### src/rtl/riscv_mmio_pkg.sv
// Shared constants for the RISC-V MMIO bridge: register offsets inside the
// 16-byte window and STATUS bit positions.
package riscv_mmio_pkg;

  localparam logic [3:0] OFF_TX     = 4'h0;
  localparam logic [3:0] OFF_RX     = 4'h4;
  localparam logic [3:0] OFF_STATUS = 4'h8;

  localparam int STAT_TX_FULL     = 0;
  localparam int STAT_TX_EMPTY    = 1;
  localparam int STAT_RX_NONEMPTY = 2;
  localparam int STAT_TX_CNT_LSB  = 8;

  // STATUS reports the TX fill level in an 8-bit field, clamped at 255.
  function automatic logic [7:0] sat_u8(input logic [31:0] i_val);
    return (i_val > 32'd255) ? 8'hFF : i_val[7:0];
  endfunction

endpackage

### src/rtl/mmio_byte_fifo.sv
// Byte-wide synchronous FIFO with occupancy count; used for both the TX and
// RX streams of the MMIO bridge.
module mmio_byte_fifo #(
  parameter int DEPTH = 16
) (
  input  logic                     clk,
  input  logic                     rst,
  input  logic                     i_push,
  input  logic [7:0]               i_data,
  input  logic                     i_pop,
  output logic [7:0]               o_data,
  output logic                     o_full,
  output logic                     o_empty,
  output logic [$clog2(DEPTH):0]   o_count
);

  localparam int              AW       = $clog2(DEPTH);
  localparam logic [AW:0]     CNT_FULL = (AW+1)'(DEPTH);
  localparam logic [AW:0]     CNT_ONE  = (AW+1)'(1);
  localparam logic [AW-1:0]   PTR_ONE  = AW'(1);

  logic [7:0]    r_mem [DEPTH];
  logic [AW-1:0] r_wr_ptr;
  logic [AW-1:0] r_rd_ptr;
  logic [AW:0]   r_count;
  logic          w_do_push;
  logic          w_do_pop;

  assign o_full    = (r_count == CNT_FULL);
  assign o_empty   = (r_count == '0);
  assign o_data    = r_mem[r_rd_ptr];
  assign o_count   = r_count;
  assign w_do_push = i_push & ~o_full;
  assign w_do_pop  = i_pop & ~o_empty;

  // NOTE: the storage array is deliberately not reset; emptiness is tracked by
  // r_count alone, so stale entries are never observable and the array can map
  // to plain RAM.
  always_ff @(posedge clk) begin
    if (w_do_push) r_mem[r_wr_ptr] <= i_data;
  end

  // NOTE: all state updates use non-blocking assignment so every register sees
  // the pre-edge values of its neighbours, independent of process ordering.
  always_ff @(posedge clk or posedge rst) begin
    if (rst) begin
      r_wr_ptr <= '0;
      r_rd_ptr <= '0;
      r_count  <= '0;
    end else begin
      if (w_do_push) r_wr_ptr <= r_wr_ptr + PTR_ONE;
      if (w_do_pop)  r_rd_ptr <= r_rd_ptr + PTR_ONE;
      case ({w_do_push, w_do_pop})
        2'b10:   r_count <= r_count + CNT_ONE;
        2'b01:   r_count <= r_count - CNT_ONE;
        default: r_count <= r_count;
      endcase
    end
  end

endmodule

### src/rtl/riscv_mmio_bridge.sv
// Routes core loads/stores either to data memory or to a 16-byte MMIO window
// holding TX/RX byte FIFOs and STATUS. Define RISCV_MMIO_RX_EN to build the RX path.
module riscv_mmio_bridge
  import riscv_mmio_pkg::*;
#(
  parameter int          DATA_W     = 32,
  parameter int          FIFO_DEPTH = 16,
  parameter logic [31:0] MMIO_BASE  = 32'hFFFF_0000
) (
  input  logic              clk,
  input  logic              rst,
  input  logic              core_we,
  input  logic              core_re,
  input  logic [31:0]       core_addr,
  input  logic [DATA_W-1:0] core_wdata,
  output logic [DATA_W-1:0] core_rdata,
  output logic              core_stall,
  output logic              data_we,
  output logic [31:0]       data_addr,
  output logic [DATA_W-1:0] din,
  input  logic [DATA_W-1:0] read_data,
  output logic [7:0]        tx_data,
  output logic              tx_valid,
  input  logic              tx_ready,
  input  logic [7:0]        rx_data,
  input  logic              rx_valid,
  output logic              rx_ready,
  output logic [31:0]       status
);

  localparam int CNT_W = $clog2(FIFO_DEPTH) + 1;

  logic              w_in_win;
  logic              w_sel_tx;
  logic              w_sel_rx;
  logic              w_sel_status;
  logic              w_tx_push;
  logic              w_tx_pop;
  logic              w_tx_full;
  logic              w_tx_empty;
  logic [CNT_W-1:0]  w_tx_count;
  logic [7:0]        w_tx_head;
  logic              w_rx_nonempty;
  logic [7:0]        w_rx_rd;
  logic [31:0]       w_status;
  logic [DATA_W-1:0] w_mmio_rd;
  logic              r_rd_mmio;
  logic [DATA_W-1:0] r_rd_data;

  assign w_in_win     = (core_addr[31:4] == MMIO_BASE[31:4]);
  assign w_sel_tx     = w_in_win && (core_addr[3:2] == OFF_TX[3:2]);
  assign w_sel_rx     = w_in_win && (core_addr[3:2] == OFF_RX[3:2]);
  assign w_sel_status = w_in_win && (core_addr[3:2] == OFF_STATUS[3:2]);

  assign data_we   = core_we & ~w_in_win;
  assign data_addr = core_addr;
  assign din       = core_wdata;

  // A store to a full TX FIFO holds the core; it lands on the first free cycle.
  assign core_stall = core_we & w_sel_tx & w_tx_full;
  assign w_tx_push  = core_we & w_sel_tx & ~w_tx_full;
  assign w_tx_pop   = ~w_tx_empty & tx_ready;
  assign tx_valid   = ~w_tx_empty;
  assign tx_data    = w_tx_head;

  mmio_byte_fifo #(.DEPTH(FIFO_DEPTH)) u_tx_fifo (
    .clk     (clk),
    .rst     (rst),
    .i_push  (w_tx_push),
    .i_data  (core_wdata[7:0]),
    .i_pop   (w_tx_pop),
    .o_data  (w_tx_head),
    .o_full  (w_tx_full),
    .o_empty (w_tx_empty),
    .o_count (w_tx_count)
  );

`ifdef RISCV_MMIO_RX_EN
  logic             w_rx_push;
  logic             w_rx_pop;
  logic             w_rx_full;
  logic             w_rx_empty;
  logic [7:0]       w_rx_head;
  logic [CNT_W-1:0] w_rx_count_unused;

  // rx_ready is forced low during reset so no byte is accepted into a FIFO being cleared.
  assign rx_ready      = ~rst & ~w_rx_full;
  assign w_rx_push     = rx_valid & rx_ready;
  assign w_rx_pop      = core_re & w_sel_rx & ~w_rx_empty;
  assign w_rx_nonempty = ~w_rx_empty;
  assign w_rx_rd       = w_rx_empty ? 8'h00 : w_rx_head;

  mmio_byte_fifo #(.DEPTH(FIFO_DEPTH)) u_rx_fifo (
    .clk     (clk),
    .rst     (rst),
    .i_push  (w_rx_push),
    .i_data  (rx_data),
    .i_pop   (w_rx_pop),
    .o_data  (w_rx_head),
    .o_full  (w_rx_full),
    .o_empty (w_rx_empty),
    .o_count (w_rx_count_unused)
  );
`else
  logic w_rx_in_unused;

  assign w_rx_in_unused = ^{rx_data, rx_valid};
  assign rx_ready       = 1'b0;
  assign w_rx_nonempty  = 1'b0;
  assign w_rx_rd        = 8'h00;
`endif

  // NOTE: every signal driven from always_comb gets a default first, so no
  // path through the block can leave it unassigned and infer a latch.
  always_comb begin
    w_status                           = '0;
    w_status[STAT_TX_FULL]             = w_tx_full;
    w_status[STAT_TX_EMPTY]            = w_tx_empty;
    w_status[STAT_RX_NONEMPTY]         = w_rx_nonempty;
    w_status[STAT_TX_CNT_LSB +: 8]     = sat_u8(32'(w_tx_count));
  end

  assign status = w_status;

  always_comb begin
    w_mmio_rd = '0;
    if (w_sel_rx)          w_mmio_rd = DATA_W'(w_rx_rd);
    else if (w_sel_status) w_mmio_rd = DATA_W'(w_status);
  end

  always_ff @(posedge clk or posedge rst) begin
    if (rst) begin
      r_rd_mmio <= 1'b0;
      r_rd_data <= '0;
    end else if (core_re) begin
      r_rd_mmio <= w_in_win;
      r_rd_data <= w_mmio_rd;
    end
  end

  // Memory read data passes straight through, so it is masked while in reset.
  assign core_rdata = rst ? '0 : (r_rd_mmio ? r_rd_data : read_data);

endmodule
### config.mk
export PLATFORM = sky130hd
export DESIGN_NAME = riscv_mmio_bridge
export DESIGN_NICKNAME = d
export VERILOG_FILES = /design/src/rtl/riscv_mmio_pkg.sv /design/src/rtl/mmio_byte_fifo.sv /design/src/rtl/riscv_mmio_bridge.sv
export SDC_FILE = /design/constraint.sdc
export NUM_CORES = 1
export LEC_CHECK = 0
export ABC_AREA = 1
export BUFFER_PORTS_ARGS = -buffer_cell sky130_fd_sc_hd__buf_2
export CORE_ASPECT_RATIO = 1.25
export CORE_MARGIN = 1
export CORE_UTILIZATION = 46
export CTS_CLUSTER_SIZE = 25
export DETAILED_ROUTE_END_ITERATION = 8
export PLACE_DENSITY_LB_ADDON = 0.05
export SYNTH_ARGS = -nofsm -noshare
export SYNTH_HDL_FRONTEND = slang
export SYNTH_SLANG_ARGS = --single-unit
### constraint.sdc
create_clock -name clk -period 2.03 [get_ports clk]
set_input_delay 0.1015 -clock clk [delete_from_list [all_inputs] [get_ports clk]]
set_output_delay 0.1015 -clock clk [all_outputs]
set_load 0.02 [all_outputs]
### Word-level counts from Yosys, hierarchy flattened

Memory sizes are Yosys's and may differ from the RTL's.
Index checks and enable logic that the tools add are counted.

| storage, ports and cells | value |
|---|---|
| bits in writable memories | 128 |
| word-level logic and storage cells | 39 |
| bits in registers | 46 |
| output and inout bits | 140 |
| memories | 1 |

Memories:

| memory | words | bits a word | read ports | clocked after memory_dff | wr ports | RTL line | RTL |
|---|---|---|---|---|---|---|---|
| u_tx_fifo.r_mem | 16 | 8 | 1 | 0 | 1 | mmio_byte_fifo.sv:22 | `logic [7:0] r_mem [DEPTH];` |

| operators by class | value |
|---|---|
| reductions and logical operators | 6 |
| muxes and demuxes | 7 |
| $add $sub $neg | 4 |
| eq/ne operators | 6 |
| bitwise logic cells | 10 |

Operator list:

| kind | count |
|---|---|
| 2-to-1 mux 32 bit | 2 |
| equality test 28 bit (second input constant) | 1 |
| 2-to-1 mux 13 bit | 2 |
| case mux 5 bit (2 select lines) | 1 |
| adder 4 x 1 -> 4 bit (second input constant) | 2 |
| bitwise AND 1 bit | 7 |
| adder 5 x 1 -> 5 bit (second input constant) | 1 |
| equality test 5 bit (second input constant) | 1 |
| zero test 5 bit | 1 |
| subtractor 5 x 1 -> 5 bit (second input constant) | 1 |
| equality test 2 x 1 -> 1 bit (second input constant) | 2 |
| equality test 2 bit (second input constant) | 2 |
| logical AND 1 bit | 3 |
| NOT 1 bit | 3 |
| zero test 2 bit | 1 |
| 2-to-1 mux 1 bit | 2 |
| nonzero test 2 bit | 1 |

### Logic depth before layout (Yosys ltp)

Gate-level depths: netlist of run 1.

| logic depth | value |
|---|---|
| depth in word-level cells | 7 |
| mapped depth | 18 |
| mapped depth without buffers | 18 |

### By module

A second synthesis of run 1 with hierarchy kept.

| unflattened totals | value |
|---|---|
| cells, all modules | 881 |
| area total of the unflattened synthesis | 7759.9 µm² |

Modules (own cells, without submodules):

| module | cells each | times used | area each (µm²) | sequential area each (µm²) |
|---|---|---|---|---|
| mmio_byte_fifo | 624 | 1 | 6242.2 | 4169.0 |
| riscv_mmio_bridge | 257 | 1 | 1517.7 | 200.2 |

### Least setup slack after synthesis of run 1

No wires, ideal clock.

| path | value |
|---|---|
| kind | reg-to-reg |
| start point | register u_tx_fifo.r_count[2], in the netlist u_tx_fifo.o_count[2] |
| end point | register u_tx_fifo.r_count[4], in the netlist u_tx_fifo.o_count[4] |
| stages on the path, launching flop included | 18 |
| data arrival time | 2.225 ns |
| setup slack | -0.312 ns |
| data required time | 1.913 ns |
| setup time | 0.117 ns |
| path through | dfrtp_1 -> nor2_1 -> nand3_1 -> inv_2 -> nand2_1 -> nand2_1 -> inv_2 -> ha_1 -> xor2_1 -> ha_1 -> nor2_1 -> inv_1 -> nand3_1 -> nand2_1 -> nand2_1 -> nand2_1 -> nand2_1 -> nand2_1 |

| between the ends | value |
|---|---|
| longest elaborated chain between the ends | 6 |

Ends and longest elaborated chain:

| what | RTL line | RTL |
|---|---|---|
| from (decl) | mmio_byte_fifo.sv:25 | `logic [AW:0] r_count;` |
| from (signal assigned) | mmio_byte_fifo.sv:54 | `2'b10: r_count <= r_count + CNT_ONE;` |
| from (signal assigned) | mmio_byte_fifo.sv:55 | `2'b01: r_count <= r_count - CNT_ONE;` |
| from (signal assigned) | mmio_byte_fifo.sv:56 | `default: r_count <= r_count;` |
| zero test 5 bit * | mmio_byte_fifo.sv:30 | `assign o_empty = (r_count == '0);` |
| NOT 1 bit * | n/a |  |
| named net tx_valid | riscv_mmio_bridge.sv:23 | `output logic tx_valid,` |
| bitwise AND 1 bit | riscv_mmio_bridge.sv:62 | `assign w_tx_pop = ~w_tx_empty & tx_ready;` |
| bitwise AND 1 bit * | mmio_byte_fifo.sv:34 | `assign w_do_pop = i_pop & ~o_empty;` |
| named net u_tx_fifo.w_do_pop | mmio_byte_fifo.sv:27 | `logic w_do_pop;` |
| equality test 2 x 1 -> 1 bit / equality test 2 bit (equally long branches) | mmio_byte_fifo.sv:53 | `case ({w_do_push, w_do_pop})` |
| case mux 5 bit (2 select lines) / nonzero test 2 bit (equally long branches) | n/a |  |

The timed path passes the listed nets; every way through them passes the cells marked *.
A chain may end at the register's enable or synchronous reset.

### Worst setup path after layout of run 1

| path | value |
|---|---|
| start point | register u_tx_fifo.r_count[2], in the netlist u_tx_fifo.o_count[2] |
| end point | register u_tx_fifo.r_count[2], in the netlist u_tx_fifo.o_count[2] |

| between the ends | value |
|---|---|
| longest elaborated chain between the ends | 6 |

Ends and longest elaborated chain:

| what | RTL line |
|---|---|
| zero test 5 bit * | mmio_byte_fifo.sv:30 |
| NOT 1 bit * | mmio_byte_fifo.sv:34, riscv_mmio_bridge.sv:62 |
| bitwise AND 1 bit | riscv_mmio_bridge.sv:62 |
| bitwise AND 1 bit * | mmio_byte_fifo.sv:34 |
| named net u_tx_fifo.w_do_pop | mmio_byte_fifo.sv:27 |
| equality test 2 x 1 -> 1 bit / equality test 2 bit (equally long branches) | mmio_byte_fifo.sv:53 |
| case mux 5 bit (2 select lines) / nonzero test 2 bit (equally long branches) | n/a |

Marked as above.

==> impl_metrics.toml, run 1 <==
[outcome]
status = "finished, violations left"
violations = "setup timing"

[clock_network]
clock-root-buffer = "clkbuf_16"
cts_tree = "yes"
cts.sinks = 149
clockBufferDepth = 2
numCtsBuffers = 17
clock_latency_ns = 0.42
clkTransAtPathRegs_ns = 0.06
htreeDepth = 4

[power]
ir_worst_vdd_uv = 685
power_frac_comb_pct = 43.4
seq_power_share_pct = 30.6
switching_share_pct = 37.0
p_sw_mw = 4.28
power_mw = 11.5
internal_power_mw = 7.27
pwr_density_cell_nw_per_um2 = 1260
clockPowerShare_pct = 26.1
power_leakage_nw = 3.88

[drt]
viasPerCell = 5.08
via_count = 5521
drtIter0Drc = 432
wl_met1_um = 7790
wirelength_um = 19100
ant_nets = 0
routedWlPerCell_um = 17.6
dr.pass1.iters = 5
route.top_layer_used = "met4"
wl_met2_um = 10200
drc = 0
met3WireLength_um = 891

[hold_path]
hold_depth = 4
min_from = "core_addr[2]"
whs_endpoint = "r_rd_data[11]"
holdCritPathClass = "in -> reg"

[yosys]
ys_warn_count = 0
synth_seq_cells = 149
netlist.area_leader.share_pct = 52.0
synth_top_cell_by_area = "edfxtp_1"
synthesis.area_um2 = 7390
synth_cell_type_count = 32
seq_area_frac_synth_pct = 59.1
syn_avg_cell_area_um2 = 10.3
synthCells = 715
synth_area_leaders = "edfxtp_1 52%, buf_4 9.7%, dfrtp_1 7.1%"

[floorplanning]
row_count = 51
dieWidth_um = 115
fp.dieH_um = 144
die_area_um2 = 16600
coreArea_um2 = 15600
start_util_pct = 47.3
io_pins = 250

[final_layout]
layout.area.seq_um2 = 4380
layout-drive-gt1-share_pct = 35.0
fillers = 1354
nNetsFinal = 979
area_growth_pct = 24.4
multi_input_comb_area_um2 = 2320
antenna_cells = 0
final_cells = 1086
final_cell_mix = "154 x buf_2, 131 x nor2_1, 128 x edfxtp_1"
final_common_cell = "buf_2"

[timing]
finalHoldViolCount = 0
fin_ws_ns = -0.00146
rsz0062_at_grt = "true"
min_period_over_period_pct = 100
holdWs_ns = 0.0576
fmax_ghz = 0.492
finalSetupViolCount = 1
setup_tns_ns = -0.00146
min_period_ns = 2.03
drv_slew = 0
skew_ns = 0.00548

[critical_path]
crit_path_cell_trace = "nor2_4, nand3_2, inv_2, nand2_4, nand2_4, inv_4, ha_4, xor2_4, ha_2, nor2_1, inv_1, nor2_1, nor2_1, nand2_1, o21ai_0"
rr_worst_depth = 15
critical_path_required_ns = 2.32
r2r-end = "u_tx_fifo.o_count[2]"
cp-start-kind = "register"
r2r_start = "u_tx_fifo.o_count[2]"
crit_fanout = 4
crit_top_cell = "nor2_1"
critPathSlowestCell = "dfrtp_2"
slowest_delay_ns = 0.42
path_class = "reg -> reg"
cp-end-kind = "register"
r2r_setup_slack_ns = -0.001
cp.arrival_ns = 2.32

[grt]
grt.total_usage_pct = 22.1
grt_pass1_wl_um = 26700
grt.overflow.total = 0
grt_pass1_vias = 5049
antenna_found_initial = 0
grt_max_degree = 35

[place]
hpwl_um = 12200
gp_congestion = 0.806
place_inst = 1036
portBuffers = 162

[run]
max-cap-violations = 0
-- sequential cells by signal (all words and copies together) (netlist names) --
name and count:
u_tx_fifo.o_count 5, u_tx_fifo.r_mem 128, r_rd_mmio 1, r_rd_data 7, u_tx_fifo.r_wr_ptr 4, u_tx_fifo.r_rd_ptr 4
-- per-stage QoR --
step	area (um2)	util (%)	setup WS, ns
6_report	9190	58.8	-0.00146
2_1_floorplan	7530	-	0.00480
3_5_place_dp	8130	52.0	-0.0330
5_1_grt	9190	58.8	-0.116
4_1_cts	8790	56.2	-0.0250
3_3_place_gp	8130	52.0	0.0339
-- power by group through the flow --
stage          registers, mW  clock network, mW  logic (mW)
6_report                3.53               3.01        5.01
5_1_grt                 3.54               3.17        5.37
4_1_cts                 3.52               3.06        3.98
3_5_place_dp            3.56                  0        3.76
3_3_place_gp            3.56                  0        3.70
2_1_floorplan           3.64                  0        2.57
-- per-layer routing --
| metal | GRT usage [%] | vias to the layer above |
|---|---|---|
| met5 | 0 | - |
| met4 | 8.00 | 0 |
| met3 | 4.68 | 21 |
| met2 | 38.4 | 199 |
| met1 | 27.0 | 2667 |
| li1 | - | 2634 |
-- worst max-delay path by stage --
stage                                      from                   end
final                      u_tx_fifo.o_count[2]  u_tx_fifo.o_count[2]
after global routing       u_tx_fifo.o_count[2]  u_tx_fifo.o_count[2]
after CTS                 u_tx_fifo.r_rd_ptr[0]            tx_data[3]
after detailed placement          core_addr[13]  u_tx_fifo.o_count[4]
after global placement            core_addr[15]  u_tx_fifo.o_count[4]
after floorplan            u_tx_fifo.o_count[3]  u_tx_fifo.o_count[4]
-- final cells by class --
cell class                 count  area share, %
clock buffer                  18           4.67
clock inverter                14           1.48
inverter                      35           1.55
multi-input combinational    433           25.3
sequential                   149           47.6
tap                          212           2.89
timing repair buffer         225           16.6
-- worst max-delay path: cells and delay by family, from the launching register on --
family | cells | cell delay, ns
and+or+nand+nor | 8 | 0.67
DFF | 1 | 0.42
adders and majority gates | 2 | 0.36
buffers and inverters | 3 | 0.22
xor gates and xnor gates | 1 | 0.15
AOI/OAI and AO/OA | 1 | 0.09
-- repair_timing --
action / CTS / global route
endpoints found under the setup margin: 14 / 11
cloned: 1 / 7
gates resized for setup: 9 / 72
buffers inserted: 4 / 4
hold buffers: 2 / 0
pin swaps: 0 / 29
endpoints found under the hold margin: 8 / 0
-- Yosys cell counts, drive strengths merged --
cell type / count
o221ai: 16
clkinv: 3
nand2: 92
o211ai: 16
clkbuf: 15
buf: 108
edfxtp: 128
conb: 1
ha: 8
a21boi: 1
or2: 1
nand3: 25
nand3b: 1
inv: 32
nor3: 3
xnor2: 1
dfrtp: 21
xor2: 7
nor2: 142
a21oi: 7
nand4: 5
o21ai: 77
o22ai: 5
-- cell families after synthesis --
| group | Yosys count | share of synthesized area (%) |
|---|---|---|
| AND/OR/NAND/NOR | 269 | 15.4 |
| buffers and inverters | 158 | 13.3 |
| flip-flops | 149 | 59.1 |
| AO/OA/AOI/OAI | 122 | 9.74 |
| XOR/XNOR | 8 | 0.948 |
| adder cells (fa/ha/maj) | 8 | 1.35 |
| other | 1 | 0.0508 |
Power figures use the tool's default switching activity.
==> run 2, diff against run 1 <==
Settings changed: CORE_UTILIZATION 46 to 45, SETUP_SLACK_MARGIN from default to 0.4.
Clock period 2.03 ns to 2.5 ns, I/O delays scaled along.
==> impl_metrics.toml, run 2 (synthesis results as in run 1) <==
[outcome]
status = "complete, no violations"

[grt]
grt_pass1_wl_um = 28200
grt.overflow.total = 0
grt_pass1_vias = 5160
grt_max_degree = 34
antenna_found_initial = 0
grt.total_usage_pct = 22.8

[power]
ir_worst_vdd_uv = 842
power_leakage_nw = 3.84
power_mw = 9.31
pwr_density_cell_nw_per_um2 = 1020

[timing]
min_period_ns = 2.09
finalHoldViolCount = 0
skew_ns = 0.00668
min_period_over_period_pct = 83.6
fmax_ghz = 0.478
drv_slew = 0
finalSetupViolCount = 0
setup_tns_ns = 0
rsz0062_at_grt = "true"

[place]
postPlaceCellArea_um2 = 7950
place_inst = 1020
portBuffers = 162
hpwl_um = 11500
gp_congestion = 0.855

[floorplanning]
io_pins = 250
fp.dieH_um = 145
coreArea_um2 = 16100
dieWidth_um = 117
row_count = 52
start_util_pct = 45.8
die_area_um2 = 16900

[critical_path]
cp-start-kind = "register"
cp-end-kind = "output pin"
slowest_delay_ns = 0.43
crit_path_start = "u_tx_fifo.r_rd_ptr[0]"
critical_path_required_ns = 2.38
cp.arrival_ns = 1.97
path_class = "reg -> out"
crit_fanout = 6
critPathSlowestCell = "dfrtp_2"
crit_path_cell_trace = "clkinv_4, buf_12, buf_8, nor2_4, nor2_1, o21ai_1, o211ai_1, nand3_1, nand2_2, buf_6"
r2r_start = "u_tx_fifo.o_count[2]"

[final_layout]
fillers = 1434
final_util_pct = 56.3
area_growth_pct = 23.0
nNetsFinal = 972
final_cell_mix = "157 x buf_2, 134 x nor2_1, 128 x edfxtp_1"
final_common_cell = "buf_2"
largest_reg_flops = 128
final_cells = 1081
layout-drive-gt1-share_pct = 33.8
top_register = "u_tx_fifo.r_mem"
stdcell_area_um2 = 9090
antenna_cells = 0

[drt]
via_count = 5529
wirelength_um = 19000
viasPerCell = 5.11
ant_nets = 0
drtIter0Drc = 382
routedWlPerCell_um = 17.6
drc = 0
dr.pass1.iters = 5

[hold_path]
min_from = "core_re"
holdCritPathClass = "in -> reg"

[clock_network]
cts.sinks = 149
htreeDepth = 4
clock_latency_ns = 0.42
cts_tree = "yes"
clkTransAtPathRegs_ns = 0.06
numCtsBuffers = 17
clock-root-buffer = "clkbuf_16"
clockBufferDepth = 2

[run]
max-cap-violations = 0
[run 2: cell types whose count changed in the layout (fill, tap and decap cells not counted), moves of 4 or more]
cell      change
o21ai_0      +11
o21ai_1       -9
buf_6         -8
buf_4         -6
clkinv_1      -4
[run 2: cell type report]
type / instances / area, um2 / area share (%)
flip-flops and latches: 149 / 4380 / 48.1
inverters: 35 / 154 / 1.69
multi-input cells: 433 / 2250 / 24.8
clock inverters: 11 / 136 / 1.50
clock buffers: 19 / 433 / 4.76
repair buffers: 218 / 1470 / 16.2
well taps: 216 / 270 / 2.97
[run 2: report_power, final]
group          switching [mW]  leakage, nW  internal, mW
Sequential              0.118         1.42          2.78
Clock                   0.948        0.272          1.55
Combinational            2.29         2.15          1.62
Total                    3.36         3.84          5.95
[run 2: what timing repair did]
| action | CTS | global route |
|---|---|---|
| gates resized for setup | 15 | 50 |
| pin swaps | 2 | 18 |
| hold buffers | 2 | 0 |
| setup buffers | 8 | 15 |
| endpoints found under the hold margin | 2 | 0 |
| gates cloned | 2 | 4 |
| setup endpoints to repair | 36 | 11 |
[run 2: final timing paths]
kind                                    endpoint  slack (ns)  cells past startpoint
max in group asynchronous  u_tx_fifo.r_rd_ptr[0]        2.13                      3
min in group asynchronous           r_rd_data[9]        0.12                      3
hold / removal                      r_rd_data[0]        0.03                      2
hold reg to reg                     r_rd_data[9]        0.54                      2
setup reg to reg            u_tx_fifo.o_count[4]        0.45                     17
setup / recovery                      tx_data[0]        0.41                     10
[run 2: metrics by stage]
step | setup slack, ns | hold WS (ns)
after floorplan | 0.403 | 0.224
after global placement | 0.287 | 0.250
after detailed placement | 0.208 | 0.250
after CTS | 0.387 | 0.0292
after global routing | 0.255 | 0.0431
final | 0.410 | 0.0333
[run 2: critical path, delay by kind of cell (launching register included)]
family,cells,cell delay [ns]
AND/OR/NAND/NOR,4,0.37
buffers and inverters,4,0.57
flip-flops,1,0.43
AO/OA/AOI/OAI,2,0.19
[run 2: layer usage]
layer	vias to the layer above	track usage (%)	wire length, um
li1	2615	-	-
met3	32	4.72	1300
met5	-	0	0
met4	0	7.91	460
met1	2653	29.4	7730
met2	229	37.7	9550
